==> src/rtl/unidade_de_busca_pkg.sv <==
// Shared definitions for the instruction fetch unit and the control logic:
// opcodes, fetch state encoding and execution step constants.
package unidade_de_busca_pkg;

  localparam logic [2:0] OP_ADD = 3'b000;
  localparam logic [2:0] OP_SUB = 3'b001;
  localparam logic [2:0] OP_NAN = 3'b010;
  localparam logic [2:0] OP_HLT = 3'b011;
  localparam logic [2:0] OP_OUT = 3'b100;
  localparam logic [2:0] OP_LDI = 3'b101;
  localparam logic [2:0] OP_BEZ = 3'b110;
  localparam logic [2:0] OP_REP = 3'b111;

  typedef enum logic [1:0] {
    ST_FETCH_I = 2'b00,
    ST_FETCH_M = 2'b01,
    ST_EXEC    = 2'b10,
    ST_HALT    = 2'b11
  } state_t;

  localparam logic [1:0] STEP_0 = 2'b00;
  localparam logic [1:0] STEP_1 = 2'b01;
  localparam logic [1:0] STEP_2 = 2'b10;
  localparam logic [1:0] STEP_3 = 2'b11;

  function automatic logic [2:0] opcode_of(input logic [8:0] word);
    return word[8:6];
  endfunction

endpackage

==> src/rtl/unidade_de_busca_contador_de_programa.sv <==
// Program counter: holds the address of the current instruction and advances
// past the instruction/immediate pair or jumps to a branch target.
module contador_de_programa
  import unidade_de_busca_pkg::*;
#(
  parameter int                ADDR_W   = 8,
  parameter logic [ADDR_W-1:0] RESET_PC = '0
) (
  input  logic              clock,
  input  logic              resetn,
  input  logic              load,
  input  logic              branch_taken,
  input  logic [ADDR_W-1:0] target,
  output logic [ADDR_W-1:0] pc,
  output logic [ADDR_W-1:0] pc_next
);

  logic [ADDR_W-1:0] pc_r;
  logic [ADDR_W-1:0] pc_d;

  // Next PC selection; the adder wraps naturally at ADDR_W bits.
  always_comb begin
    pc_d = pc_r;
    if (load) begin
      if (branch_taken) begin
        pc_d = target;
      end else begin
        pc_d = pc_r + ADDR_W'(2);
      end
    end else begin
      pc_d = pc_r;
    end
  end

  // PC register.
  always_ff @(posedge clock or negedge resetn) begin
    if (!resetn) begin
      pc_r <= RESET_PC;
    end else begin
      pc_r <= pc_d;
    end
  end

  assign pc      = pc_r;
  assign pc_next = pc_d;

endmodule

==> src/rtl/unidade_de_busca.sv <==
// Instruction fetch unit: fetches instruction and immediate words, sequences
// three execution steps, updates the PC and stops on HLT.
module unidade_de_busca
  import unidade_de_busca_pkg::*;
#(
  parameter int                ADDR_W   = 8,
  parameter logic [ADDR_W-1:0] RESET_PC = '0
) (
  input  logic              clock,
  input  logic              resetn,
  output logic              mem_req,
  output logic [ADDR_W-1:0] mem_addr,
  input  logic              mem_ack,
  input  logic [8:0]        mem_rdata,
  output logic [1:0]        counter,
  output logic [8:0]        iin,
  output logic [8:0]        imm_out,
  input  logic              pc_wr_enable,
  input  logic              branch_select,
  input  logic              cond_zero,
  output logic              halted
);

  state_t            state_r, state_d;
  logic [1:0]        counter_r, counter_d;
  logic [8:0]        iin_r, iin_d;
  logic [8:0]        imm_r, imm_d;
  logic              halted_r, halted_d;
  logic              mem_req_r, mem_req_d;
  logic [ADDR_W-1:0] mem_addr_r, mem_addr_d;
  logic [ADDR_W-1:0] pc_s, pc_next_s, target_s;
  logic              handshake_s, pc_load_s, branch_taken_s;

  assign handshake_s    = mem_req_r & mem_ack;
  assign pc_load_s      = (state_r == ST_EXEC) && (counter_r == STEP_3) && pc_wr_enable;
  assign branch_taken_s = branch_select & cond_zero;
  assign target_s       = ADDR_W'(imm_r);

  contador_de_programa #(
    .ADDR_W   (ADDR_W),
    .RESET_PC (RESET_PC)
  ) u_pc (
    .clock        (clock),
    .resetn       (resetn),
    .load         (pc_load_s),
    .branch_taken (branch_taken_s),
    .target       (target_s),
    .pc           (pc_s),
    .pc_next      (pc_next_s)
  );

  // Next state, step counter and fetch capture.
  always_comb begin
    state_d   = state_r;
    counter_d = counter_r;
    iin_d     = iin_r;
    imm_d     = imm_r;
    case (state_r)
      ST_FETCH_I: begin
        counter_d = STEP_0;
        if (handshake_s) begin
          iin_d = mem_rdata;
          if (opcode_of(mem_rdata) == OP_HLT) begin
            state_d = ST_HALT;
          end else begin
            state_d = ST_FETCH_M;
          end
        end else begin
          state_d = ST_FETCH_I;
        end
      end
      ST_FETCH_M: begin
        if (handshake_s) begin
          imm_d     = mem_rdata;
          state_d   = ST_EXEC;
          counter_d = STEP_1;
        end else begin
          state_d   = ST_FETCH_M;
          counter_d = STEP_0;
        end
      end
      ST_EXEC: begin
        if (counter_r == STEP_3) begin
          state_d   = ST_FETCH_I;
          counter_d = STEP_0;
        end else begin
          state_d   = ST_EXEC;
          counter_d = counter_r + 2'd1;
        end
      end
      ST_HALT: begin
        state_d   = ST_HALT;
        counter_d = STEP_0;
      end
      default: begin
        state_d   = ST_FETCH_I;
        counter_d = STEP_0;
      end
    endcase
  end

  // Memory interface outputs are registered, so they are derived from the next state.
  always_comb begin
    mem_req_d  = (state_d == ST_FETCH_I) || (state_d == ST_FETCH_M);
    halted_d   = (state_d == ST_HALT);
    mem_addr_d = mem_addr_r;
    if (state_d == ST_FETCH_M) begin
      mem_addr_d = pc_s + ADDR_W'(1);
    end else if (state_d == ST_FETCH_I) begin
      mem_addr_d = pc_next_s;
    end else begin
      mem_addr_d = mem_addr_r;
    end
  end

  // State and output registers.
  always_ff @(posedge clock or negedge resetn) begin
    if (!resetn) begin
      state_r    <= ST_FETCH_I;
      counter_r  <= STEP_0;
      iin_r      <= 9'h000;
      imm_r      <= 9'h000;
      halted_r   <= 1'b0;
      mem_req_r  <= 1'b0;
      mem_addr_r <= RESET_PC;
    end else begin
      state_r    <= state_d;
      counter_r  <= counter_d;
      iin_r      <= iin_d;
      imm_r      <= imm_d;
      halted_r   <= halted_d;
      mem_req_r  <= mem_req_d;
      mem_addr_r <= mem_addr_d;
    end
  end

  assign mem_req  = mem_req_r;
  assign mem_addr = mem_addr_r;
  assign counter  = counter_r;
  assign iin      = iin_r;
  assign imm_out  = imm_r;
  assign halted   = halted_r;

endmodule

==> config.mk <==
export PLATFORM = sky130hd
export DESIGN_NAME = unidade_de_busca
export DESIGN_NICKNAME = d
export VERILOG_FILES = /design/src/rtl/unidade_de_busca_pkg.sv /design/src/rtl/unidade_de_busca_contador_de_programa.sv /design/src/rtl/unidade_de_busca.sv
export SDC_FILE = /design/constraint.sdc
export NUM_CORES = 1
export LEC_CHECK = 0
export BUFFER_PORTS_ARGS = -buffer_cell sky130_fd_sc_hd__buf_4
export CAP_MARGIN = 40
export CORE_ASPECT_RATIO = 1.4
export CORE_UTILIZATION = 40
export DETAILED_ROUTE_END_ITERATION = 12
export HOLD_SLACK_MARGIN = 0.1
export SETUP_SLACK_MARGIN = 0.5
export SLEW_MARGIN = 15
export SYNTH_ARGS = -nofsm -noshare
export SYNTH_HDL_FRONTEND = slang
export SYNTH_HIERARCHICAL = 1
export SYNTH_SLANG_ARGS = --single-unit
==> constraint.sdc <==
create_clock -name clock -period 4.2 [get_ports clock]
set_clock_uncertainty 0.1 [all_clocks]
set_input_delay 0.84 -clock clock [delete_from_list [all_inputs] [get_ports clock]]
set_output_delay 0.84 -clock clock [all_outputs]
set_load 0.1 [all_outputs]
==> flow_metrics.py, run 1 <==
metrics = {
    "worst_setup_path": {
        "signal_arrival_time_at_the_worst_endpoint_ns": 2.45,
        "cp.depth": 7,
        "worstSetupPathType": "register to register",
        "count_of_buffering_cells_on_the_critical_path_with_inverters_included": 0,
        "cp_cell_sequence": "nor2b_1 -> and3_1 -> nand2_1 -> o22ai_1 -> a21oi_1 -> mux2_1 -> mux2_2",
        "path_max_fanout": 15,
        "crit_path_end_kind": "register",
        "r2r_setup_slack_ns": 1.83,
        "crit_path_start_kind": "register",
        "cp.required_ns": 4.28,
        "cell_depth_of_the_worst_flop_to_flop_path": 7,
        "endpoint_of_the_worst_setup_timing_path": "mem_addr[4]$_DFFE_PN0P_",
        "timing.critical_path.slowest_cell_delay_ns": 0.48,
        "critPathLaunch": "state_r[1]$_DFF_PN0_",
        "critical_path.top_delay_family": "simple AND/OR/NAND/NOR gates",
        "regToRegEndpoint": "mem_addr[4]$_DFFE_PN0P_",
        "critical-path-slowest-cell": "sky130_fd_sc_hd__and3_1",
        "reg2reg_from": "state_r[1]$_DFF_PN0_",
    },
    "hold_path": {
        "hold-path-cell-count": 1,
        "worst_min_delay_path_class": "register to register",
        "hp-start": "mem_addr[5]$_DFFE_PN0P_",
    },
    "routing": {
        "routed.top_layer": "met4",
        "finalWirelength_um": 4162,
        "drt_pass1_iterations": 4,
        "detail-route-antenna-nets": 0,
        "dr_total_vias": 1413,
        "drt-initial-drc-count": 27,
        "met1_layer_wirelength_in_the_final_routing_um": 1705,
        "routed-wl-met3_um": 171,
        "drt_drc_violations_left": 0,
        "post_drt_wl_per_cell_um": 15.53,
        "drt-vias-per-instance": 5.272,
        "routed-wl-met2_um": 2206,
    },
    "cts": {
        "worstSkewPairLatency_ns": 0.29,
        "cts_root_buffer": "sky130_fd_sc_hd__clkbuf_8",
        "tritoncts_clock_tree": "done",
        "cts_hold_repair.buffers": 0,
        "clock_tree.buffer_depth": 2,
        "postCtsSetupBuffers": 0,
        "cts_inserted_buffers": 5,
        "post_cts_resized": 0,
        "clock_tree.htree_level_count": 2,
        "worst_setup_hold_path_clk_slew_ns": 0.07,
        "cts.sinks": 40,
    },
    "finish": {
        "antenna_diodes": 0,
        "multi_input_area_um2": 867.1,
        "design.final.nets": 224,
        "drive_gt1_frac": 0.4223,
        "instances_no_fill": 268,
        "filler_cell_count": 425,
        "ff_latch_area_um2": 1001,
        "area_growth_from_synthesis_to_layout_pct": 25.38,
    },
    "timing": {
        "post_route_clock_period_utilization": 0.5645,
        "achievable-frequency_mhz": 421.8,
        "grt_setup_unrepaired": "false",
        "hold_viol": 0,
        "worst_slew_pin_slew_ns": 0.4974,
        "slew_headroom": 0.6684,
        "finalSetupViolations": 0,
        "maxSlewViolCount": 0,
        "setup_tns_ns": 0,
        "final_critical_period_ns": 2.371,
    },
    "grt": {
        "pin_count_of_the_biggest_net_entering_global_routing": 41,
        "grt_first_pass_wirelength_um": 6996,
        "grt_use_total": 0.1858,
        "initial_antenna_violation_count": 0,
        "grt_pass1_vias": 1474,
        "grt_overflow_total": 0,
    },
    "logic_synthesis": {
        "synth-seq-area-share": 0.5274,
        "synth_edf_count": 0,
        "synth.top_cells.by_area": "sky130_fd_sc_hd__dfrtp_1, sky130_fd_sc_hd__mux2_2, sky130_fd_sc_hd__o21ai_0, sky130_fd_sc_hd__mux2_1, sky130_fd_sc_hd__nand2_1",
        "synth.cell_area_um2": 1898,
        "ys_types": 30,
        "netlist.top_cell.by_area": "sky130_fd_sc_hd__dfrtp_1",
        "post-synth-top-area-fraction": 0.5274,
        "async_flop_share": 1.000,
        "syn-num-nets": 175,
        "synth.top_cells.by_count": "sky130_fd_sc_hd__dfrtp_1, sky130_fd_sc_hd__mux2_2, sky130_fd_sc_hd__nand2_1",
        "netlist_instances": 157,
        "postSynthRegisterBits": 40,
        "ys_warn_count": 6,
        "synthMostInstantiatedCell": "sky130_fd_sc_hd__dfrtp_1",
        "syn_avg_cell_area_um2": 12.09,
        "synth_flop_cell": "sky130_fd_sc_hd__dfrtp_1",
    },
    "placed_design": {
        "dp.cells": 261,
        "routabilityCongestion": 0.8329,
        "detailedPlacementHpwl_um": 3100,
        "place.port_buffers": 44,
    },
    "floorplan": {
        "die_width_um": 60.22,
        "start_util": 0.4185,
        "die-area_um2": 5029,
        "placementRows": 29,
        "coreArea_um2": 4536,
        "pin_count": 45,
        "fp.dieH_um": 83.51,
    },
    "run_status": {
        "status": "completed",
    },
    "run": {
        "cap_violations": 0,
    },
}
[kinds of logic (layout without fill, tap and decap cells)]
kind of cell	count (synthesis)	in the layout	share of synthesized area
xor gates and xnor gates	4	4	0.02835
muxes	35	35	0.2050
adders and majority gates	3	3	0.01978
and+or+nand+nor	42	42	0.1246
AOI/OAI and AO/OA	26	26	0.07911
buffers and inverters	7	56	0.01582
DFF	40	40	0.5274
[cell usage in the layout, fill, tap and decap left out, types with 5 or more instances in the layout]
cell type | netlist | final
sky130_fd_sc_hd__buf_4 | 0 | 45
sky130_fd_sc_hd__nor2_1 | 5 | 5
sky130_fd_sc_hd__nand3_1 | 7 | 7
sky130_fd_sc_hd__o21ai_0 | 10 | 10
sky130_fd_sc_hd__clkbuf_8 | 0 | 5
sky130_fd_sc_hd__mux2_2 | 27 | 27
sky130_fd_sc_hd__dfrtp_1 | 40 | 40
sky130_fd_sc_hd__a21oi_1 | 8 | 8
sky130_fd_sc_hd__nand2_1 | 11 | 11
[sequential cells by signal (all words and copies together) (netlist names)]
| register | cells |
|---|---|
| mem_addr | 8 |
| u_pc/pc | 8 |
| halted | 1 |
| counter | 2 |
| mem_req | 1 |
| imm_out | 9 |
| state_r | 2 |
| iin | 9 |
[final cells by class]
type / count / area share
flip-flops and latches: 40 / 0.4206
multi-input cells: 110 / 0.3644
repair buffers: 45 / 0.1420
well taps: 62 / 0.03260
clock buffers: 5 / 0.02892
inverters: 4 / 0.006309
clock inverters: 2 / 0.005258
[layer usage]
metal,up-vias,global-route usage
met2,39,0.3147
li1,667,-
met5,-,0
met1,697,0.2212
met3,10,0.03876
met4,0,0.07400
[worst reg2reg max path, cell delays in order, from the launching register on]
cell,delay (ns)
sky130_fd_sc_hd__dfrtp_1,0.39
sky130_fd_sc_hd__nor2b_1,0.27
sky130_fd_sc_hd__and3_1,0.48
sky130_fd_sc_hd__nand2_1,0.22
sky130_fd_sc_hd__o22ai_1,0.16
sky130_fd_sc_hd__a21oi_1,0.08
sky130_fd_sc_hd__mux2_1,0.29
sky130_fd_sc_hd__mux2_2,0.26
[metrics by stage]
step	hold WS, ns	util	instance area [um^2]	worst slack [ns]
final	0.4129	0.5247	2380	1.829
after global placement	0.3948	0.5068	2298	1.672
after detailed placement	0.4009	0.5068	2298	1.618
after CTS	0.4192	0.5247	2380	1.833
after global routing	0.4306	0.5247	2380	1.627
after floorplan	0.4444	-	1898	1.614
[worst min path at each step]
stage | to | slack, ns
after floorplan | counter[0]$_DFF_PN0_ | 0.44
after global placement | iin[6]$_DFFE_PN0P_ | 0.39
after detailed placement | iin[1]$_DFFE_PN0P_ | 0.40
after CTS | iin[1]$_DFFE_PN0P_ | 0.42
after global routing | iin[2]$_DFFE_PN0P_ | 0.43
final | mem_addr[5]$_DFFE_PN0P_ | 0.41
Power of run 1 is left out: the tool's default activity adds up to more than one toggle a clock period on the data nets, which glitch-free logic cannot reach.
==> run 2, diff against run 1 <==
--- a/config.mk
+++ b/config.mk
@@ -5,6 +5,7 @@
 export SDC_FILE = /design/constraint.sdc
 export NUM_CORES = 1
 export LEC_CHECK = 0
+export ABC_AREA = 1
 export BUFFER_PORTS_ARGS = -buffer_cell sky130_fd_sc_hd__buf_4
 export CAP_MARGIN = 40
 export CORE_ASPECT_RATIO = 1.4
==> constraint.sdc (replaced) <==
create_clock -name clock -period 2.35 [get_ports clock]
set_clock_uncertainty 0.1 [all_clocks]
set_input_delay 0.47 -clock clock [delete_from_list [all_inputs] [get_ports clock]]
set_output_delay 0.47 -clock clock [all_outputs]
set_load 0.1 [all_outputs]
==> run 2 against run 1 <==
  * Cell count grew 40%
  * Worst setup slack got worse by 1.3 ns
  * Critical path type unchanged
  * First-iteration DRC count rose to 2.7 times the previous value
  * Die area up 7.2%
  * Wire length up 13%
  * Synthesized cell count up 65%
  * Critical endpoint unchanged
==> flow_metrics.py, run 2 <==
metrics = {
    "grt": {
        "grt_first_pass_wirelength_um": 7955,
        "gr-usage-met2": 0.3377,
        "grt_use_total": 0.1910,
        "pin_count_of_the_biggest_net_entering_global_routing": 41,
        "initial_antenna_violation_count": 0,
        "grt_most_used_layer": "met2",
        "groute.layer.met3.usage": 0.04211,
        "grt_pass1_vias": 1678,
        "grt.met1_usage": 0.2261,
        "grt_overflow_total": 0,
    },
    "finish": {
        "antenna_diodes": 0,
        "mostFrequentLayoutCell": "sky130_fd_sc_hd__nand2_1",
        "drive_gt1_frac": 0.2436,
        "filler_cell_count": 490,
        "mostFrequentLayoutCells": "sky130_fd_sc_hd__nand2_1, sky130_fd_sc_hd__buf_4, sky130_fd_sc_hd__inv_1",
        "area_growth_from_synthesis_to_layout_pct": 28.28,
        "design.final.nets": 329,
    },
    "routing": {
        "detail-route-antenna-nets": 0,
        "drt_drc_violations_left": 0,
        "drt_pass1_iterations": 4,
        "dr_total_vias": 1761,
        "post_drt_wl_per_cell_um": 12.48,
        "drt-vias-per-instance": 4.684,
        "drt-initial-drc-count": 73,
        "finalWirelength_um": 4694,
    },
    "placed_design": {
        "detailedPlacementHpwl_um": 3420,
        "routabilityCongestion": 0.8455,
        "place.port_buffers": 44,
    },
    "cts": {
        "worst_setup_hold_path_clk_slew_ns": 0.07,
        "cts_inserted_buffers": 5,
        "clock_tree.buffer_depth": 2,
        "tritoncts_clock_tree": "done",
        "cts_root_buffer": "sky130_fd_sc_hd__clkbuf_8",
        "clock_tree.htree_level_count": 2,
        "worstSkewPairLatency_ns": 0.29,
        "cts.sinks": 40,
    },
    "logic_synthesis": {
        "synth_flop_cell": "sky130_fd_sc_hd__dfrtp_1",
        "multiplexer_area_fraction_after_synthesis": 0,
        "synth.top_cells.by_count": "sky130_fd_sc_hd__nand2_1, sky130_fd_sc_hd__dfrtp_1, sky130_fd_sc_hd__inv_1",
        "yosys.area_share.xor_xnor": 0.008589,
        "synth_fa_ha_area_frac": 0.01840,
        "yosys.area_share.simple": 0.2908,
        "netlist_instances": 259,
        "post-synth-top-area-fraction": 0.4908,
        "ys_warn_count": 6,
        "ys_types": 29,
        "syn-num-nets": 277,
        "async_flop_share": 1.000,
        "synth.cell_area_um2": 2039,
        "synthMostInstantiatedCell": "sky130_fd_sc_hd__nand2_1",
        "postSynthRegisterBits": 40,
        "synth-seq-area-share": 0.4908,
        "syn_avg_cell_area_um2": 7.874,
        "synth.top_cells.by_area": "sky130_fd_sc_hd__dfrtp_1, sky130_fd_sc_hd__nand2_1, sky130_fd_sc_hd__inv_1, sky130_fd_sc_hd__nand3_1, sky130_fd_sc_hd__o21ai_0",
        "dominant_combinational_cell_family_by_area_after_synthesis": "simple AND/OR/NAND/NOR gates",
        "netlist.top_cell.by_area": "sky130_fd_sc_hd__dfrtp_1",
        "synth_edf_count": 0,
        "synth-compound-area-share": 0.08282,
    },
    "worst_setup_path": {
        "critPathLaunch": "counter[0]$_DFF_PN0_",
        "signal_arrival_time_at_the_worst_endpoint_ns": 1.97,
        "reg2reg_from": "counter[0]$_DFF_PN0_",
        "cp.required_ns": 2.48,
        "worstSetupPathType": "register to register",
        "r2r_setup_slack_ns": 0.51,
        "crit_path_end_kind": "register",
        "regToRegEndpoint": "mem_addr[4]$_DFFE_PN0P_",
        "endpoint_of_the_worst_setup_timing_path": "mem_addr[4]$_DFFE_PN0P_",
        "path_max_fanout": 6,
        "cell_depth_of_the_worst_flop_to_flop_path": 14,
        "crit_path_start_kind": "register",
    },
    "hold_path": {
        "worst_min_delay_path_class": "primary input to register",
        "hp-start": "mem_rdata[2]",
    },
    "floorplan": {
        "die-area_um2": 5392,
        "die_width_um": 62.35,
        "start_util": 0.4179,
        "placementRows": 30,
        "pin_count": 45,
        "fp.dieH_um": 86.49,
        "coreArea_um2": 4880,
    },
    "timing": {
        "slew_headroom": 0.6624,
        "final_critical_period_ns": 1.837,
        "achievable-frequency_mhz": 544.4,
        "post_route_clock_period_utilization": 0.7816,
        "grt_setup_unrepaired": "true",
        "worst_slew_pin_slew_ns": 0.5064,
        "finalSetupViolations": 0,
        "maxSlewViolCount": 0,
        "hold_viol": 0,
        "setup_tns_ns": 0,
    },
    "run": {
        "cap_violations": 0,
    },
    "run_status": {
        "status": "completed",
    },
}
-- run 2: cell types whose count changed after synthesis, sizes merged, moves of 8 or more --
cell	change
o21ai	+16
a21oi	-8
mux2	-31
nor2	+9
nand3	+20
nand2	+76
inv	+37
-- run 2: worst max-delay path: stages, from the launching register on --
cell and delay [ns]:
sky130_fd_sc_hd__dfrtp_4 0.44, sky130_fd_sc_hd__ha_4 0.15, sky130_fd_sc_hd__nand3_4 0.09, sky130_fd_sc_hd__nor2_4 0.20, sky130_fd_sc_hd__inv_8 0.06, sky130_fd_sc_hd__nor2_8 0.13
sky130_fd_sc_hd__buf_4 0.13, sky130_fd_sc_hd__nand3_1 0.07, sky130_fd_sc_hd__o211ai_1 0.11, sky130_fd_sc_hd__inv_1 0.06, sky130_fd_sc_hd__nand2_1 0.06, sky130_fd_sc_hd__nand2_1 0.04
sky130_fd_sc_hd__inv_1 0.05, sky130_fd_sc_hd__nand2_1 0.04, sky130_fd_sc_hd__nand2_1 0.04
-- run 2: layer usage --
metal,part of all wire,up-vias
met4,0.016,0
met2,0.50,59
met1,0.43,777
met5,0,-
li1,-,918
met3,0.050,7
-- run 2: worst min path at each step --
| stage | end | slack (ns) | depth (start not counted) |
|---|---|---|---|
| floorplan | halted$_DFF_PN0_ | 0.07 | 0 |
| global placement | mem_addr[2]$_DFFE_PN0P_ | 0.37 | 2 |
| detailed placement | mem_addr[5]$_DFFE_PN0P_ | 0.37 | 2 |
| CTS | imm_out[5]$_DFFE_PN0P_ | 0.34 | 3 |
| global route | iin[5]$_DFFE_PN0P_ | 0.36 | 3 |
| finish | iin[2]$_DFFE_PN0P_ | 0.36 | 3 |
-- run 2: logic make-up after synthesis --
| family | after synthesis |
|---|---|
| buffers and inverters | 49 |
| AO/OA/AOI/OAI | 31 |
| AND/OR/NAND/NOR | 134 |
| flip-flops | 40 |
| adder cells (fa/ha/maj) | 3 |
| XOR/XNOR | 2 |
-- run 2: metrics by stage --
stage,setup slack (ns),instances,util,area [um^2],hold WS (ns)
CTS,0.5240,374,0.5292,2582,0.3448
global placement,0.1543,364,0.5021,2450,0.3651
finish,0.5132,376,0.5362,2616,0.3558
global route,0.3701,376,0.5362,2616,0.3619
detailed placement,0.09088,364,0.5021,2450,0.3670
floorplan,0.4300,259,-,2066,0.07441
-- run 2: layout make-up --
| type | count | area (um^2) | area share |
|---|---|---|---|
| timing repair buffer | 52 | 392.9 | 0.1502 |
| inverter | 42 | 165.2 | 0.06313 |
| multi-input combinational | 170 | 860.8 | 0.3290 |
| clock inverter | 2 | 35.03 | 0.01339 |
| clock buffer | 6 | 72.57 | 0.02774 |
| sequential | 40 | 1010 | 0.3859 |
| tap | 64 | 80.08 | 0.03061 |
-- run 2: what timing repair did --
action / in CTS / in global routing
pin swaps: 1 / 5
hold buffers: 1 / 0
resized for setup: 2 / 4
buffers inserted: 1 / 2
gates cloned: 0 / 0
endpoints found under the hold margin: 40 / 0
endpoints found under the setup margin: 16 / 5
Power of run 2 is left out for the same reason.
